[config.mk]
export PLATFORM = sky130hd
export DESIGN_NAME = sprite_renderer_flat
export DESIGN_NICKNAME = d
export VERILOG_FILES = /design/src/rtl/sprite_pkg.sv /design/src/rtl/sprite_renderer_if.sv /design/src/rtl/sprite_anim_ctrl.sv /design/src/rtl/sprite_renderer.sv /design/src/flat_wrapper.sv
export SDC_FILE = /design/constraint.sdc
export NUM_CORES = 1
export LEC_CHECK = 0
export BUFFER_PORTS_ARGS = -buffer_cell sky130_fd_sc_hd__buf_2
export CAP_MARGIN = 25
export CORE_MARGIN = 2
export CORE_UTILIZATION = 45
export DETAILED_ROUTE_END_ITERATION = 8
export MAX_ROUTING_LAYER = met4
export PLACE_DENSITY = 0.81
export SYNTH_ARGS = -nofsm -noshare
export SYNTH_HDL_FRONTEND = slang
export SYNTH_SLANG_ARGS = --single-unit
[constraint.sdc]
create_clock -name vga_clk -period 2 [get_ports vga_clk]
set_clock_uncertainty 0.05 [all_clocks]
set_input_delay 0 -clock vga_clk [delete_from_list [all_inputs] [get_ports vga_clk]]
set_output_delay 0 -clock vga_clk [all_outputs]
set_load 0.05 [all_outputs]
[src/rtl/sprite_pkg.sv]
// Shared types and sizing helpers for the single-sprite renderer.
// Screen constants describe the 640x480 active area the renderer draws into.
package sprite_pkg;

  localparam int H_ACTIVE = 640;
  localparam int V_ACTIVE = 480;
  localparam int COORD_W  = 10;

  typedef struct packed {
    logic [3:0] r;
    logic [3:0] g;
    logic [3:0] b;
  } rgb_t;

  // ROM address width covering every frame stored back-to-back.
  function automatic int sprite_addr_w(input int frames, input int w, input int h);
    return $clog2(frames * w * h);
  endfunction

  // Counter width that never collapses to zero bits.
  function automatic int cnt_w(input int n);
    return (n > 1) ? $clog2(n) : 1;
  endfunction

endpackage

[src/rtl/sprite_renderer_if.sv]
// Sprite ROM and palette bus between the renderer and its external asset storage.
// No handshake: rom_q is valid a fixed ROM_LAT cycles after rom_addr, and the palette answers pal_idx combinationally.
interface sprite_renderer_if #(
  parameter int ADDR_W = 10,
  parameter int IDX_W  = 4
);

  logic [ADDR_W-1:0] rom_addr;
  logic [IDX_W-1:0]  rom_q;
  logic [IDX_W-1:0]  pal_idx;
  logic [3:0]        pal_red;
  logic [3:0]        pal_green;
  logic [3:0]        pal_blue;

  modport master (
    output rom_addr,
    output pal_idx,
    input  rom_q,
    input  pal_red,
    input  pal_green,
    input  pal_blue
  );

  modport slave (
    input  rom_addr,
    input  pal_idx,
    output rom_q,
    output pal_red,
    output pal_green,
    output pal_blue
  );

endinterface

[src/rtl/sprite_anim_ctrl.sv]
// Animation frame sequencer: steps one frame every ANIM_DIV video frames.
// Only acts on frame_start so the addressed frame never changes mid-frame.
module sprite_anim_ctrl
  import sprite_pkg::*;
#(
  parameter int NUM_FRAMES = 4,
  parameter int ANIM_DIV   = 8,
  parameter int FRAME_W    = cnt_w(NUM_FRAMES),
  parameter int DIV_W      = cnt_w(ANIM_DIV)
) (
  input  logic               vga_clk,
  input  logic               reset_n,
  input  logic               frame_start_i,
  input  logic               anim_en_i,
  input  logic               anim_rst_i,
  output logic [FRAME_W-1:0] frame_o
);

  logic [FRAME_W-1:0] frame_q, frame_d;
  logic [DIV_W-1:0]   div_q, div_d;

  always_comb begin
    frame_d = frame_q;
    div_d   = div_q;
    if (frame_start_i) begin
      // anim_rst wins over anim_en.
      if (anim_rst_i) begin
        frame_d = '0;
        div_d   = '0;
      end else if (anim_en_i) begin
        if (div_q == DIV_W'(ANIM_DIV - 1)) begin
          div_d   = '0;
          frame_d = (frame_q == FRAME_W'(NUM_FRAMES - 1)) ? '0 : frame_q + 1'b1;
        end else begin
          div_d = div_q + 1'b1;
        end
      end
    end
  end

  always_ff @(posedge vga_clk or negedge reset_n) begin
    if (!reset_n) begin
      frame_q <= '0;
      div_q   <= '0;
    end else begin
      frame_q <= frame_d;
      div_q   <= div_d;
    end
  end

  assign frame_o = frame_q;

endmodule

[src/rtl/sprite_renderer.sv]
// Draws one scaled, optionally mirrored, animated palettised sprite over a background colour.
// Pixel colour emerges ROM_LAT+1 cycles after DrawX/DrawY.
module sprite_renderer
  import sprite_pkg::*;
#(
  parameter int SPRITE_W        = 16,
  parameter int SPRITE_H        = 16,
  parameter int SCALE_LOG2      = 1,
  parameter int NUM_FRAMES      = 4,
  parameter int IDX_W           = 4,
  parameter int TRANSPARENT_IDX = 0,
  parameter int ANIM_DIV        = 8,
  parameter int ROM_LAT         = 1
) (
  input  logic               vga_clk,
  input  logic               reset_n,
  input  logic [COORD_W-1:0] DrawX,
  input  logic [COORD_W-1:0] DrawY,
  input  logic               blank,
  input  logic               frame_start,
  input  logic [COORD_W-1:0] pos_x,
  input  logic [COORD_W-1:0] pos_y,
  input  logic               flip_h,
  input  logic               anim_en,
  input  logic               anim_rst,
  input  logic [3:0]         bg_red,
  input  logic [3:0]         bg_green,
  input  logic [3:0]         bg_blue,
  sprite_renderer_if.master  mem,
  output logic [3:0]         red,
  output logic [3:0]         green,
  output logic [3:0]         blue
);

  localparam int ADDR_W  = sprite_addr_w(NUM_FRAMES, SPRITE_W, SPRITE_H);
  localparam int FRAME_W = cnt_w(NUM_FRAMES);
  localparam int COL_W   = cnt_w(SPRITE_W);
  localparam int ROW_W   = cnt_w(SPRITE_H);
  localparam int SPAN_X  = SPRITE_W << SCALE_LOG2;
  localparam int SPAN_Y  = SPRITE_H << SCALE_LOG2;

  // Shadow copies of position and flip, refreshed only at frame boundaries.
  logic [COORD_W-1:0] pos_x_q, pos_x_d;
  logic [COORD_W-1:0] pos_y_q, pos_y_d;
  logic               flip_q, flip_d;

  always_comb begin
    pos_x_d = pos_x_q;
    pos_y_d = pos_y_q;
    flip_d  = flip_q;
    if (frame_start) begin
      pos_x_d = pos_x;
      pos_y_d = pos_y;
      flip_d  = flip_h;
    end
  end

  always_ff @(posedge vga_clk or negedge reset_n) begin
    if (!reset_n) begin
      pos_x_q <= '0;
      pos_y_q <= '0;
      flip_q  <= 1'b0;
    end else begin
      pos_x_q <= pos_x_d;
      pos_y_q <= pos_y_d;
      flip_q  <= flip_d;
    end
  end

  logic [FRAME_W-1:0] anim_frame;

  sprite_anim_ctrl #(
    .NUM_FRAMES (NUM_FRAMES),
    .ANIM_DIV   (ANIM_DIV)
  ) u_anim (
    .vga_clk       (vga_clk),
    .reset_n       (reset_n),
    .frame_start_i (frame_start),
    .anim_en_i     (anim_en),
    .anim_rst_i    (anim_rst),
    .frame_o       (anim_frame)
  );

  // Local coordinates in 11-bit two's complement; bit 10 set means left of / above the sprite,
  // which also clips sprites hanging off any screen edge without wrap-around.
  logic [10:0]       lx, ly;
  logic              hit;
  logic [COL_W-1:0]  col_raw, col;
  logic [ROW_W-1:0]  row;
  logic [ADDR_W-1:0] rom_addr_c;

  assign lx  = {1'b0, DrawX} - {1'b0, pos_x_q};
  assign ly  = {1'b0, DrawY} - {1'b0, pos_y_q};
  assign hit = !lx[10] && (lx < 11'(SPAN_X)) && !ly[10] && (ly < 11'(SPAN_Y));

  assign col_raw = lx[SCALE_LOG2 +: COL_W];
  assign row     = ly[SCALE_LOG2 +: ROW_W];
  // W is a power of two, so W-1-col is the bitwise complement.
  assign col     = flip_q ? ~col_raw : col_raw;

  // frame*W*H + row*W + col reduces to a concatenation for power-of-two dimensions.
  assign rom_addr_c   = hit ? ADDR_W'({anim_frame, row, col}) : '0;
  assign mem.rom_addr = rom_addr_c;
  assign mem.pal_idx  = mem.rom_q;

  logic [ROM_LAT-1:0] hit_dl_q, hit_dl_d;
  logic [ROM_LAT-1:0] blank_dl_q, blank_dl_d;

  always_comb begin
    hit_dl_d      = hit_dl_q;
    blank_dl_d    = blank_dl_q;
    hit_dl_d[0]   = hit;
    blank_dl_d[0] = blank;
    for (int i = 1; i < ROM_LAT; i++) begin
      hit_dl_d[i]   = hit_dl_q[i-1];
      blank_dl_d[i] = blank_dl_q[i-1];
    end
  end

  always_ff @(posedge vga_clk or negedge reset_n) begin
    if (!reset_n) begin
      hit_dl_q   <= '0;
      blank_dl_q <= '0;
    end else begin
      hit_dl_q   <= hit_dl_d;
      blank_dl_q <= blank_dl_d;
    end
  end

  logic hit_al, blank_al;
  rgb_t pal_rgb, bg_rgb, pix_d, pix_q;

  assign hit_al   = hit_dl_q[ROM_LAT-1];
  assign blank_al = blank_dl_q[ROM_LAT-1];
  assign pal_rgb  = '{r: mem.pal_red, g: mem.pal_green, b: mem.pal_blue};
  assign bg_rgb   = '{r: bg_red, g: bg_green, b: bg_blue};

  always_comb begin
    pix_d = '0;
    if (blank_al) begin
      if (!hit_al || (mem.rom_q == IDX_W'(TRANSPARENT_IDX))) begin
        pix_d = bg_rgb;
      end else begin
        pix_d = pal_rgb;
      end
    end
  end

  always_ff @(posedge vga_clk or negedge reset_n) begin
    if (!reset_n) begin
      pix_q <= '0;
    end else begin
      pix_q <= pix_d;
    end
  end

  assign red   = pix_q.r;
  assign green = pix_q.g;
  assign blue  = pix_q.b;

endmodule

[src/flat_wrapper.sv]
// flat-port wrapper written by rule: the top's interface ports become plain ports
module sprite_renderer_flat import sprite_pkg::*;
#(
  parameter int SPRITE_W        = 16,
  parameter int SPRITE_H        = 16,
  parameter int SCALE_LOG2      = 1,
  parameter int NUM_FRAMES      = 4,
  parameter int IDX_W           = 4,
  parameter int TRANSPARENT_IDX = 0,
  parameter int ANIM_DIV        = 8,
  parameter int ROM_LAT         = 1
)
  (vga_clk, reset_n, DrawX, DrawY, blank, frame_start, pos_x, pos_y, flip_h, anim_en, anim_rst, bg_red, bg_green, bg_blue, red, green, blue, mem_rom_addr, mem_pal_idx, mem_rom_q, mem_pal_red, mem_pal_green, mem_pal_blue);
  sprite_renderer_if #(.ADDR_W((10)), .IDX_W(IDX_W)) mem_i ();
  input  logic vga_clk;
  input  logic reset_n;
  input  logic [COORD_W-1:0] DrawX;
  input  logic [COORD_W-1:0] DrawY;
  input  logic blank;
  input  logic frame_start;
  input  logic [COORD_W-1:0] pos_x;
  input  logic [COORD_W-1:0] pos_y;
  input  logic flip_h;
  input  logic anim_en;
  input  logic anim_rst;
  input  logic [3:0] bg_red;
  input  logic [3:0] bg_green;
  input  logic [3:0] bg_blue;
  output logic [3:0] red;
  output logic [3:0] green;
  output logic [3:0] blue;
  output wire logic [$bits(mem_i.rom_addr)-1:0] mem_rom_addr;
  output wire logic [$bits(mem_i.pal_idx)-1:0] mem_pal_idx;
  input wire logic [$bits(mem_i.rom_q)-1:0] mem_rom_q;
  input wire logic [$bits(mem_i.pal_red)-1:0] mem_pal_red;
  input wire logic [$bits(mem_i.pal_green)-1:0] mem_pal_green;
  input wire logic [$bits(mem_i.pal_blue)-1:0] mem_pal_blue;
  assign mem_rom_addr = mem_i.rom_addr;
  assign mem_pal_idx = mem_i.pal_idx;
  assign mem_i.rom_q = mem_rom_q;
  assign mem_i.pal_red = mem_pal_red;
  assign mem_i.pal_green = mem_pal_green;
  assign mem_i.pal_blue = mem_pal_blue;
  sprite_renderer #(.SPRITE_W(SPRITE_W), .SPRITE_H(SPRITE_H), .SCALE_LOG2(SCALE_LOG2), .NUM_FRAMES(NUM_FRAMES), .IDX_W(IDX_W), .TRANSPARENT_IDX(TRANSPARENT_IDX), .ANIM_DIV(ANIM_DIV), .ROM_LAT(ROM_LAT)) u_core (.vga_clk(vga_clk), .reset_n(reset_n), .DrawX(DrawX), .DrawY(DrawY), .blank(blank), .frame_start(frame_start), .pos_x(pos_x), .pos_y(pos_y), .flip_h(flip_h), .anim_en(anim_en), .anim_rst(anim_rst), .bg_red(bg_red), .bg_green(bg_green), .bg_blue(bg_blue), .mem(mem_i), .red(red), .green(green), .blue(blue));
endmodule
[Word level (Yosys, flattened, before mapping)]
Cells that the tools add are included.
Storage, ports and cells
  input bits: 75
  bits in registers: 40
  word-level logic and storage cells: 42
  output and inout port bits: 26
Cells by class
  order comparisons: 2
  reductions and logical operators: 12
  multiplexer cells: 11
  $add $sub $neg: 4
  equality and inequality tests: 2
  bitwise logic cells: 1
Operators with widths (number)
  12-bit two-way mux: 2
  11-bit by 6-bit less-than comparator with 1-bit output (second input constant): 2
  10-bit by 10-bit subtractor with 11-bit output: 2
  10-bit two-way mux: 1
  3-bit two-way mux: 3
  2-bit two-way mux: 4
  4-bit logical NOT: 1
  4-bit two-way mux: 1
  4-bit inverter: 1
  2-bit nonzero test: 2
  3-bit by 1-bit adder with 3-bit output (second input constant): 1
  3-bit == test (second input constant): 1
  1-bit logical AND: 3
  1-bit logical NOT: 3
  3-bit AND reduction: 1
  2-bit by 1-bit adder with 2-bit output (second input constant): 1
  2-bit == test (second input constant): 1
  2-bit AND reduction: 1
  1-bit logical OR: 1

[Logic depth before layout (Yosys ltp)]
Gate-level depths: netlist of the first run.
  depth in word-level cells: 6
  mapped depth: 11
  depth with buffers taken out: 9

[Modules after synthesis]
From an unflattened synthesis of the first run, not the netlist that was laid out.
Second synthesis, totals
  cells, all modules: 296
  area, all modules: 2747.6 sq um
By module, submodules not included
  sprite_renderer: seq. area each 875.8 sq um, area each 2472.4 sq um, cells each 268, instances 1
  sprite_anim_ctrl: seq. area each 125.1 sq um, area each 275.3 sq um, cells each 28, instances 1

[Worst setup path before layout of the first run]
No wires, ideal clock.
  path kind: register to output
  from: register u_core.pos_y_q[7]
  to: output port mem_rom_addr[0]
  data required time: 1.950 ns
  setup slack: -1.342 ns
  path buffers: 0
  stages on the path, launching flop included: 9
  arrival time: 3.292 ns
  cells stage by stage: dfrtp_1 > inv_1 > ha_1 > a21o_2 > a2111oi_4 > mux2i_1 > a211oi_2 > nand4b_1 > nor4_1
Between the ends
  longest elaborated chain between the ends: 5
  elaborated cells on any way between the ends: 6
  those cells by class: add/sub (1); order compare (1); mux (1); reduce/logical (3)
RTL lines
  start: declaration: line sprite_renderer.sv:44  | logic [COORD_W-1:0] pos_y_q, pos_y_d;
  start signal: assignment: line sprite_renderer.sv:65  | pos_y_q <= pos_y_d;
  10-bit by 10-bit subtractor with 11-bit output *: line sprite_renderer.sv:93  | assign ly = {1'b0, DrawY} - {1'b0, pos_y_q};
  branches (longest 2 deep; another with 11-bit by 6-bit less-than comparator with 1-bit output)
  1-bit logical AND *: line sprite_renderer.sv:94  | assign hit = !lx[10] && (lx < 11'(SPAN_X)) && !ly[10] && (ly < 11'(SPAN_Y));
  10-bit two-way mux *: line sprite_renderer.sv:102  | assign rom_addr_c = hit ? ADDR_W'({anim_frame, row, col}) : '0;
  end: declaration: line flat_wrapper.sv:32  | output wire logic [$bits(mem_i.rom_addr)-1:0] mem_rom_addr;
Every way passes the cells marked *.

[Worst setup path in the final report of the first run]
  from: register u_core.pos_y_q[7]
  to: output port mem_rom_addr[3]
The elaborated chain is that of the path after synthesis.

==> results of run 1 <==
==> power groups by stage <==
| stage | Combinational (W) | Clock (W) | Sequential, W |
|---|---|---|---|
| after floorplan | 0.000650 | 0 | 0.000951 |
| after global routing | 0.00126 | 0.000733 | 0.000913 |
| after detailed placement | 0.00103 | 0 | 0.000918 |
| final | 0.00115 | 0.000689 | 0.000904 |
| after global placement | 0.00101 | 0 | 0.000914 |
| after CTS | 0.00112 | 0.000712 | 0.000902 |
==> worst min-delay path: stages <==
cell     delay, ns
buf_2         0.15
nand3_1       0.12
o41ai_1       0.07
==> cell families after synthesis <==
logic type      count (synthesis)  synth area share, %
compound gates                 87                 21.8
xor+xnor                       12                 3.79
flops                          40                 36.1
mux                             6                 2.30
fa+ha+maj                      23                 10.9
buf+inv                        44                 6.77
simple gates                   91                 18.3
==> stage by stage <==
stage	hold WS [ns]	instance area, um^2
after floorplan	-0.346	3000
after global placement	0.0589	3820
after detailed placement	0.0594	3820
after CTS	0.0209	4480
after global routing	0.0419	4540
final	0.0422	4540
==> flip-flops by register name, summed over array words and instances, names as in the netlist <==
signal / flops
u_core.u_anim.frame_o: 2
u_core.blue: 4
u_core.red: 4
u_core.flip_q: 1
u_core.green: 4
u_core.pos_y_q: 10
u_core.pos_x_q: 10
u_core.hit_al: 1
u_core.blank_al: 1
u_core.u_anim.div_q: 3
==> metal layers <==
layer / up-vias / track usage [%] / routed length (um)
met5: - / - / 0
met4: 0 / 7.21 / 107
met3: 11 / 4.24 / 466
met2: 87 / 48.7 / 4280
met1: 1398 / 29.2 / 3350
li1: 1433 / - / -
==> worst max path at each step <==
stage / startpoint / end / slack (ns)
2_1_floorplan: u_core.pos_y_q[7]$_DFFE_PN0P_ / mem_rom_addr[1] / -0.47
3_3_place_gp: u_core.pos_y_q[1]$_DFFE_PN0P_ / mem_rom_addr[0] / -0.47
3_5_place_dp: u_core.pos_y_q[0]$_DFFE_PN0P_ / mem_rom_addr[3] / -0.55
4_1_cts: u_core.pos_y_q[7]$_DFFE_PN0P_ / mem_rom_addr[3] / -0.79
5_1_grt: u_core.pos_y_q[7]$_DFFE_PN0P_ / mem_rom_addr[4] / -0.90
6_report: u_core.pos_y_q[7]$_DFFE_PN0P_ / mem_rom_addr[3] / -0.81
==> cell type report <==
type	count	area share (%)
well taps	75	2.07
clock inverters	3	0.937
multi-input cells	219	40.7
clock buffers	5	1.52
inverters	26	2.15
flip-flops and latches	40	22.1
repair buffers	190	30.6
==> placed cells by master, fill, tap and decap left out, types with 3 or more instances in the layout <==
master	netlist	layout
nor3_1	3	3
buf_4	4	39
a31oi_1	3	3
mux2_2	3	3
a21o_1	6	5
dfrtp_1	40	40
xnor2_1	8	8
nor2_1	6	6
a21boi_0	12	12
clkbuf_8	0	5
nor2b_1	4	4
buf_2	0	90
a21oi_1	15	10
nand2_1	46	46
buf_6	1	11
ha_4	0	6
dlygate4sd3_1	0	48
nand3_1	6	6
xor2_1	4	4
ha_1	21	15
nand2b_1	5	5
inv_2	0	3
o2bb2ai_1	3	3
a21oi_2	1	6
o21ai_0	22	22
inv_1	26	23
nor4_4	0	10
==> timing repair <==
action | 4_1_cts | 5_1_grt
hold buffers | 48 | 0
buffers inserted | 0 | 3
endpoints found under the setup margin | 11 | 12
endpoints found under the hold margin | 79 | 0
gates resized for setup | 23 | 9
pin swaps | 1 | 8
==> qor.yml, run 1 <==
status: "complete, but fails checks"
violations: "negative setup slack"
drt_iter0_drc: 119
areaGrowthSynthToFinish_pct: 63.7
cp.buffers_inverters: 3
ff2ff_path_depth: 10
clock-root-buffer: "clkbuf_8"
io_pins: 101
p_per_area_nw_per_um2: 605
synth-edff-count: 0
routed_via_density: 5.25
setup.worst_path.class: "flip-flop to output port"
cp_slowest_cell: "dfrtp_1"
rsz0062_at_grt: "true"
critPathMaxFanout: 5
hold_depth: 3
final-hold-violation-count: 0
vias: 2929
total_power_w: 0.00275
pwr-share-clk_pct: 25.1
synth_top_area_cell: "dfrtp_1"
die_h_um: 82.5
cpMostUsedCell: "buf_6"
dp_cells: 499
grt_pass1_wl_um: 13400
die_x_um: 82.5
cpPeakStageDelay_ns: 0.38
arrival_ns: 2.76
drc: 0
max_slew_margin_pct: 39.2
synth.most_common_cell: "nand2_1"
min_from: "anim_en"
combinationalPowerShare_pct: 42.0
path_depth: 11
maxCapViolCount: 0
grt-ovfl-total: 0
worstReg2RegEnd: "u_core.hit_al$_DFF_PN0_"
finalSetupViolations: 11
cts_made_buffers: 5
synthCells: 303
firstDrtPassIters: 4
synth_warnings: 0
grt_pass1_vias: 3052
whs_endpoint: "u_core.u_anim.frame_o[0]$_DFFE_PN0P_"
crit_family: "compound AO/OA/AOI/OAI gates"
nFillCells: 410
pre_cts_slack_ns: -0.545
antenna_cells: 0
ys_ff_latch: 40
p_leak_nw: 2.14
final_cells: 558
start_util_pct: 46.8
tightest_slew_ns: 0.911
gr-usage-all-layers_pct: 26.3
seqCellArea_um2: 1000
cts_tree: "yes"
pwr-share-seq_pct: 32.9
wirelength_um: 8200
worstSkewPairLatency_ns: 0.30
peakVddDrop_uv: 361
cts_sinks: 40
fmax_mhz: 356
timing.rr.start: "u_core.pos_y_q[7]$_DFFE_PN0P_"
synth_nets: 401
post-dp-hpwl_um: 5520
clk_pin_slew_ns: 0.09
avgSynthCellArea_um2: 9.15
multiInputGateArea_um2: 1850
final_util_pct: 76.6
async_flop_share_pct: 100
netSwitchingFraction_pct: 34.5
cts_buffer_depth: 2
ys_top_cells_by_area: "dfrtp_1, ha_1, nand2_1, nor4_2, o21ai_0"
wire_per_inst_um: 14.7
layout.nets: 580
routabilityCongestion: 0.906
min_period_ns: 2.81
holdCritPathClass: "primary input to flip-flop"
synth_commonest_cells: "nand2_1, dfrtp_1, inv_1"
antenna_found_initial: 0
crit_path_end_kind: "output port"
internal_power_w: 0.00180
core_area_um2: 5920
std_cell_rows: 28
period_share_pct: 141
yosysSeqAreaShare_pct: 36.1
crit_required_ns: 1.95
syn-cell-area_um2: 2770
cts.htree.levels: 2
ys.flop_type: "dfrtp_1"
port-buffer-count: 100
layout-drive-gt1-share_pct: 40.2
die_area_um2: 6810
tns_ns: -8.08
critPathLaunchType: "flip-flop"
slew_viol_final: 0
ant_nets: 0
grt_max_degree: 41
synth_top_area_share_pct: 36.1
rrSetupSlack_ns: -0.37
ys_types: 56
crit_chain: "inv_2 > ha_4 > and3_4 > o21a_1 > a2111oi_4 > a21oi_2 > a211oi_2 > nand4b_1 > buf_6 > nor4_4 > buf_6"
setup_ws_ns: -0.811
p_sw_w: 0.000948
Power figures use the tool's default switching activity.
==> run 2: changes to the inputs <==
- ABC_CLOCK_PERIOD_IN_PS: unset -> 3000
- CORE_UTILIZATION: 45 -> 50
- GPL_ROUTABILITY_DRIVEN: unset -> 1
- PLACE_DENSITY: 0.81 -> 0.85
- clock period: 2 -> 3 ns (I/O delays scaled with it)
==> run 2 against run 1 <==
  * The flow now finishes without violations
  * Sequential share of layout area is 2.0 points higher
  * Hold slack barely moved
  * Critical path depth decreased by 1
  * Largest cell class unchanged
  * Highest routed layer unchanged
==> qor.yml, run 2 (synthesized netlist as in run 1, its figures left out) <==
areaGrowthSynthToFinish_pct: 50.1  # was 63.7%
final_area_um2: 4160  # was 4540 um^2
worstSkewPairLatency_ns: 0.30  # about the same
finalSetupViolations: 0  # was 11
routabilityCongestion: 0.855  # was 0.906
layout-drive-gt1-share_pct: 35.2  # was 40.2%
largest_registers: "u_core.pos_x_q (10), u_core.pos_y_q (10)"  # unchanged
crit_required_ns: 2.95  # was 1.95 ns
core_area_um2: 5440  # was 5920 um^2
peakVddDrop_uv: 284  # was 361 uV
seqCellArea_um2: 1000  # unchanged
crit_path_end_kind: "output port"  # unchanged
placed_area_um2: 3310  # was 3820 um^2
ant_nets: 0  # unchanged
tightest_slew_ns: 0.911  # about the same
drc: 0  # unchanged
multiInputGateArea_um2: 1810  # was 1850 um^2
die_h_um: 78.5  # was 82.5 um
final_common_cell: "buf_2"  # unchanged
wirelength_um: 8690  # was 8200 um
timing.rr.start: "u_core.pos_y_q[0]$_DFFE_PN0P_"  # was u_core.pos_y_q[7]$_DFFE_PN0P_
vias: 2920  # was 2929
arrival_ns: 2.93  # was 2.76 ns
wire_per_inst_um: 16.7  # was 14.7 um
mostFrequentLayoutCells: "buf_2, dlygate4sd3_1, nand2_1"  # unchanged
cp_slowest_cell: "fa_2"  # was dfrtp_1
io_pins: 101  # unchanged
grt_max_degree: 46  # was 41
std_cell_rows: 27  # was 28
p_per_area_nw_per_um2: 420  # was 605 nW/um^2
grt_pass1_wl_um: 12600  # was 13400 um
critPathMaxFanout: 5  # unchanged
start_util_pct: 51.0  # was 46.8%
clk_pin_slew_ns: 0.08  # was 0.09 ns
worstReg2RegEnd: "u_core.hit_al$_DFF_PN0_"  # unchanged
holdCritPathClass: "primary input to flip-flop"  # unchanged
grt-ovfl-total: 0  # unchanged
min_period_ns: 2.98
worstSetupEndpoint: "mem_rom_addr[8]"  # was mem_rom_addr[3]
routed_via_density: 5.63  # was 5.25
gr-usage-all-layers_pct: 26.7  # was 26.3%
cts_sinks: 40  # unchanged
ff2ff_path_depth: 9  # was 10
nFillCells: 341  # was 410
setup.worst_path.class: "flip-flop to output port"  # unchanged
die_x_um: 78.5  # was 82.5 um
antenna_found_initial: 0  # unchanged
grt_pass1_vias: 2728  # was 3052
critPathLaunchType: "flip-flop"  # unchanged
crit_path_start: "u_core.pos_y_q[0]$_DFFE_PN0P_"  # was u_core.pos_y_q[7]$_DFFE_PN0P_
clock-root-buffer: "clkbuf_8"  # unchanged
status: "completed"  # was complete, but fails checks
layout.nets: 543  # was 580
port-buffer-count: 100  # unchanged
cts_tree: "yes"  # unchanged
rrSetupSlack_ns: 0.46  # was -0.37 ns
cpPeakStageDelay_ns: 0.39  # was 0.38 ns
cts_buffer_depth: 2  # unchanged
slew_viol_final: 0  # unchanged
post-dp-hpwl_um: 4870  # was 5520 um
dp_cells: 460  # was 499
final-hold-violation-count: 0  # unchanged
cts.htree.levels: 2  # unchanged
max_slew_margin_pct: 39.3  # was 39.2%
die_area_um2: 6160  # was 6810 um^2
final_cells: 519  # was 558
maxCapViolCount: 0  # unchanged
fmax_mhz: 336
firstDrtPassIters: 5  # was 4
crit_chain: "nand2b_1 > fa_2 > a211oi_2 > o21bai_1 > xnor2_1 > nor4b_2 > nand4b_1 > buf_4 > nor4_2 > buf_2"  # was inv_2 > ha_4 > and3_4 > o21a_1 > a2111oi_4 > a21oi_2 > a211oi_2 > nand4b_1 > buf_6 > nor4_4 > buf_6
period_share_pct: 99.3
drt_iter0_drc: 194  # was 119
tns_ns: 0  # was -8.08 ns
p_leak_nw: 1.94  # was 2.14 nW
cts_made_buffers: 5  # unchanged
final_util_pct: 76.5  # was 76.6%
run 2: layer usage:
metal	track usage (%)	vias up	routed length (um)
met2	45.2	108	4520
met1	31.4	1426	3470
li1	-	1355	-
met3	4.25	31	352
met4	12.1	0	352
met5	-	-	0
run 2: how the worst min path moves through the flow:
stage | slack, ns | cells after the start | from | end
after floorplan | -0.35 | 0 | reset_n | u_core.blank_al$_DFF_PN0_
after global placement | 0.06 | 1 | blank | u_core.blank_al$_DFF_PN0_
after detailed placement | 0.06 | 1 | blank | u_core.blank_al$_DFF_PN0_
after CTS | 0.02 | 3 | anim_en | u_core.u_anim.frame_o[0]$_DFFE_PN0P_
after global routing | 0.05 | 3 | anim_en | u_core.u_anim.frame_o[0]$_DFFE_PN0P_
final | 0.04 | 3 | anim_en | u_core.u_anim.frame_o[0]$_DFFE_PN0P_
run 2: final cells by class:
type | instances | area share (%)
diodes | 1 | 0.0601
well taps | 72 | 2.16
multi-input cells | 219 | 43.5
repair buffers | 153 | 25.1
clock inverters | 3 | 1.11
inverters | 26 | 2.35
clock buffers | 5 | 1.65
flip-flops and latches | 40 | 24.1
run 2: what timing repair did:
action / CTS / global route
endpoints found under the hold margin: 79 / 0
setup buffers: 0 / 0
pin swaps: 0 / 10
endpoints found under the setup margin: 5 / 10
hold buffers: 48 / 0
cloned: 0 / 1
resized for setup: 6 / 42
run 2: metrics by stage:
stage,hold slack [ns],setup slack (ns),total power (W)
after floorplan,-0.346,0.0659,0.000989
after global placement,0.0587,0.402,0.00112
after detailed placement,0.0614,0.313,0.00114
after CTS,0.0183,0.00696,0.00165
after global routing,0.0526,-0.0704,0.00184
final,0.0425,0.0215,0.00175
run 2: worst max-delay path, delay by kind of cell, from the launching register on:
| family | cells | cell delay [ns] |
|---|---|---|
| AND/OR/NAND/NOR | 4 | 0.75 |
| flip-flops | 1 | 0.36 |
| adder cells (fa/ha/maj) | 1 | 0.39 |
| AO/OA/AOI/OAI | 2 | 0.45 |
| XOR/XNOR | 1 | 0.15 |
| buffers and inverters | 2 | 0.53 |
run 2: where the power goes:
part           total, W  switching [W]  internal (W)
logic          0.000689       0.000387      0.000302
clock network  0.000459       0.000208      0.000251
registers      0.000602      0.0000214      0.000580
==> run 3: changes to the inputs <==
- ABC_CLOCK_PERIOD_IN_PS: 3000 -> 3550
- CORE_UTILIZATION: 50 -> 54
- PLACE_DENSITY: 0.85 -> 0.9
- SETUP_SLACK_MARGIN: unset -> 0.02
- clock period: 3 -> 3.55 ns (I/O delays scaled with it)
==> run 3 against run 2 <==
  * Global-route usage is 3.4 points higher
  * Hold slack better by 0.0059 ns
  * Core utilization is 1.5 points higher
  * First-iteration DRC count is 54% higher
  * Count of clock-buffer cells in the layout is 1 higher
  * Highest routed layer unchanged
  * Largest cell class unchanged
  * Routed wire length is 2.6% lower
  * Largest power group is now sequential cells
  * Critical path type unchanged
  * Combinational power is 27% lower
  * Die area is 7.0% lower
  * Sequential cell count stayed put
  * Setup slack better by 0.24 ns
  * Via count is 0.41% lower
==> qor.yml, run 3 (synthesized netlist as in run 1, its figures left out) <==
status: "completed"  # unchanged
areaGrowthSynthToFinish_pct: 41.9  # was 50.1%
final_cells: 517  # was 519
setup.worst_path.class: "flip-flop to output port"  # unchanged
final_area_um2: 3940  # was 4160 um^2
layout-drive-gt1-share_pct: 30.0  # was 35.2%
grt-ovfl-total: 0  # unchanged
internal_power_w: 0.000939  # was 0.00113 W
rsz0062_at_grt: "false"
cts_made_buffers: 5  # unchanged
largest_registers: "u_core.pos_x_q (10), u_core.pos_y_q (10)"  # unchanged
tns_ns: 0  # unchanged
firstDrtPassIters: 4  # was 5
p_per_area_nw_per_um2: 360  # was 420 nW/um^2
grt_max_degree: 46  # unchanged
std_cell_rows: 26  # was 27
pwr-share-seq_pct: 35.9  # was 34.4%
io_pins: 101  # unchanged
p_leak_nw: 1.94  # about the same
wirelength_um: 8460  # was 8690 um
grt_pass1_vias: 2771  # was 2728
die_area_um2: 5720  # was 6160 um^2
period_share_pct: 92.8
antenna_cells: 0  # was 1
cts_resized: 0  # was 6
cts_sinks: 40  # unchanged
clock-root-buffer: "clkbuf_8"  # unchanged
slew_viol_final: 0  # unchanged
die_h_um: 75.7  # was 78.5 um
finalSetupViolations: 0  # unchanged
routed_via_density: 5.62  # was 5.63
wire_per_inst_um: 16.4  # was 16.7 um
core_area_um2: 5040  # was 5440 um^2
drt_iter0_drc: 299  # was 194
mostFrequentLayoutCells: "buf_2, dlygate4sd3_1, nand2_1"  # unchanged
die_x_um: 75.7  # was 78.5 um
clk_pin_slew_ns: 0.08  # about the same
ant_nets: 0  # unchanged
p_sw_w: 0.000479  # was 0.000616 W
pwr-share-clk_pct: 28.5  # was 26.2%
routabilityCongestion: 0.881  # was 0.855
fmax_mhz: 304
start_util_pct: 55.0  # was 51.0%
placed_area_um2: 3290  # was 3310 um^2
peakVddDrop_uv: 263  # was 284 uV
dp_cells: 457  # was 460
worstSkewPairLatency_ns: 0.29  # was 0.30 ns
drc: 0  # unchanged
cts_tree: "yes"  # unchanged
cts.htree.levels: 2  # unchanged
antenna_found_initial: 0  # unchanged
vias: 2908  # was 2920
crit_required_ns: 3.50  # was 2.95 ns
final_common_cell: "buf_2"  # unchanged
final-hold-violation-count: 0  # unchanged
combinationalPowerShare_pct: 35.6  # was 39.4%
port-buffer-count: 100  # unchanged
max_slew_margin_pct: 39.5  # was 39.3%
gr-usage-all-layers_pct: 30.1  # was 26.7%
cts_buffer_depth: 2  # unchanged
critPathLaunchType: "flip-flop"  # unchanged
post-dp-hpwl_um: 5020  # was 4870 um
crit_path_end_kind: "output port"  # unchanged
maxCapViolCount: 0  # unchanged
netSwitchingFraction_pct: 33.8  # was 35.2%
grt_pass1_wl_um: 12500  # was 12600 um
arrival_ns: 3.24  # was 2.93 ns
min_period_ns: 3.29
critPathMaxFanout: 8  # was 5
whs_ns: 0.0484  # was 0.0425 ns
tightest_slew_ns: 0.907  # was 0.911 ns
layout.nets: 544  # was 543
holdCritPathClass: "primary input to flip-flop"  # unchanged
## run 3: cell types whose count changed in the layout (fill, tap and decap cells not counted), sizes merged
cell	before	now
buf	103	106
clkinvlp	1	0
clkbuf	7	6
clkinv	0	1
inv	27	26
diode	1	0
## run 3: final cells by class
class | count | area, um^2
multi-input cells | 219 | 1590
fillers | 315 | 1110
repair buffers | 154 | 1040
flip-flops and latches | 40 | 1000
inverters | 26 | 97.6
well taps | 70 | 87.6
clock buffers | 6 | 82.6
clock inverters | 2 | 38.8
## run 3: path summary, 6_finish.rpt
check,startpoint,endpoint,slack [ns],depth (start not counted)
setup / recovery,u_core.pos_y_q[8]$_DFFE_PN0P_,mem_rom_addr[2],0.26,12
hold / removal,anim_en,u_core.u_anim.frame_o[0]$_DFFE_PN0P_,0.05,3
setup reg to reg,u_core.pos_y_q[8]$_DFFE_PN0P_,u_core.hit_al$_DFF_PN0_,0.82,11
hold reg to reg,u_core.pos_y_q[0]$_DFFE_PN0P_,u_core.pos_y_q[0]$_DFFE_PN0P_,0.46,1
max in group asynchronous,reset_n,u_core.flip_q$_DFFE_PN0P_,2.56,2
min in group asynchronous,reset_n,u_core.pos_y_q[1]$_DFFE_PN0P_,0.32,2
## run 3: critical path, stage by stage (launching register included)
cell	delay, ns
dfrtp_1	0.33
inv_1	0.05
ha_1	0.40
and3_4	0.24
o21a_1	0.10
a2111oi_0	0.46
a21oi_1	0.12
a211oi_2	0.21
nand4b_1	0.13
buf_4	0.20
buf_4	0.15
nor4_2	0.23
buf_2	0.33
## run 3: timing repair
item | 4_1_cts | 5_1_grt
endpoints found under the hold margin | 79 | 0
buffers inserted | 0 | 3
endpoints found under the setup margin | 0 | 8
hold buffers | 48 | 0
## run 3: per-layer routing
| metal | global-route usage (%) | vias up | wire (um) |
|---|---|---|---|
| li1 | - | 1355 | - |
| met4 | 12.7 | 0 | 257 |
| met2 | 49.0 | 124 | 4470 |
| met1 | 36.9 | 1403 | 3280 |
| met5 | - | - | 0 |
| met3 | 5.16 | 26 | 450 |
## run 3: through the flow
stage | total power, W | setup WS, ns | util, %
5_1_grt | 0.00149 | 0.202 | 78.0
2_1_floorplan | 0.000834 | 0.208 | -
3_3_place_gp | 0.000939 | 0.524 | 65.3
4_1_cts | 0.00140 | 0.104 | 77.2
3_5_place_dp | 0.000956 | 0.425 | 65.3
6_report | 0.00142 | 0.257 | 78.0
## run 3: power groups by stage
stage	Sequential [W]	Clock, W	Combinational, W
floorplan	0.000536	0	0.000299
global placement	0.000515	0	0.000424
detailed placement	0.000517	0	0.000439
CTS	0.000508	0.000413	0.000483
global route	0.000513	0.000433	0.000547
finish	0.000509	0.000404	0.000504
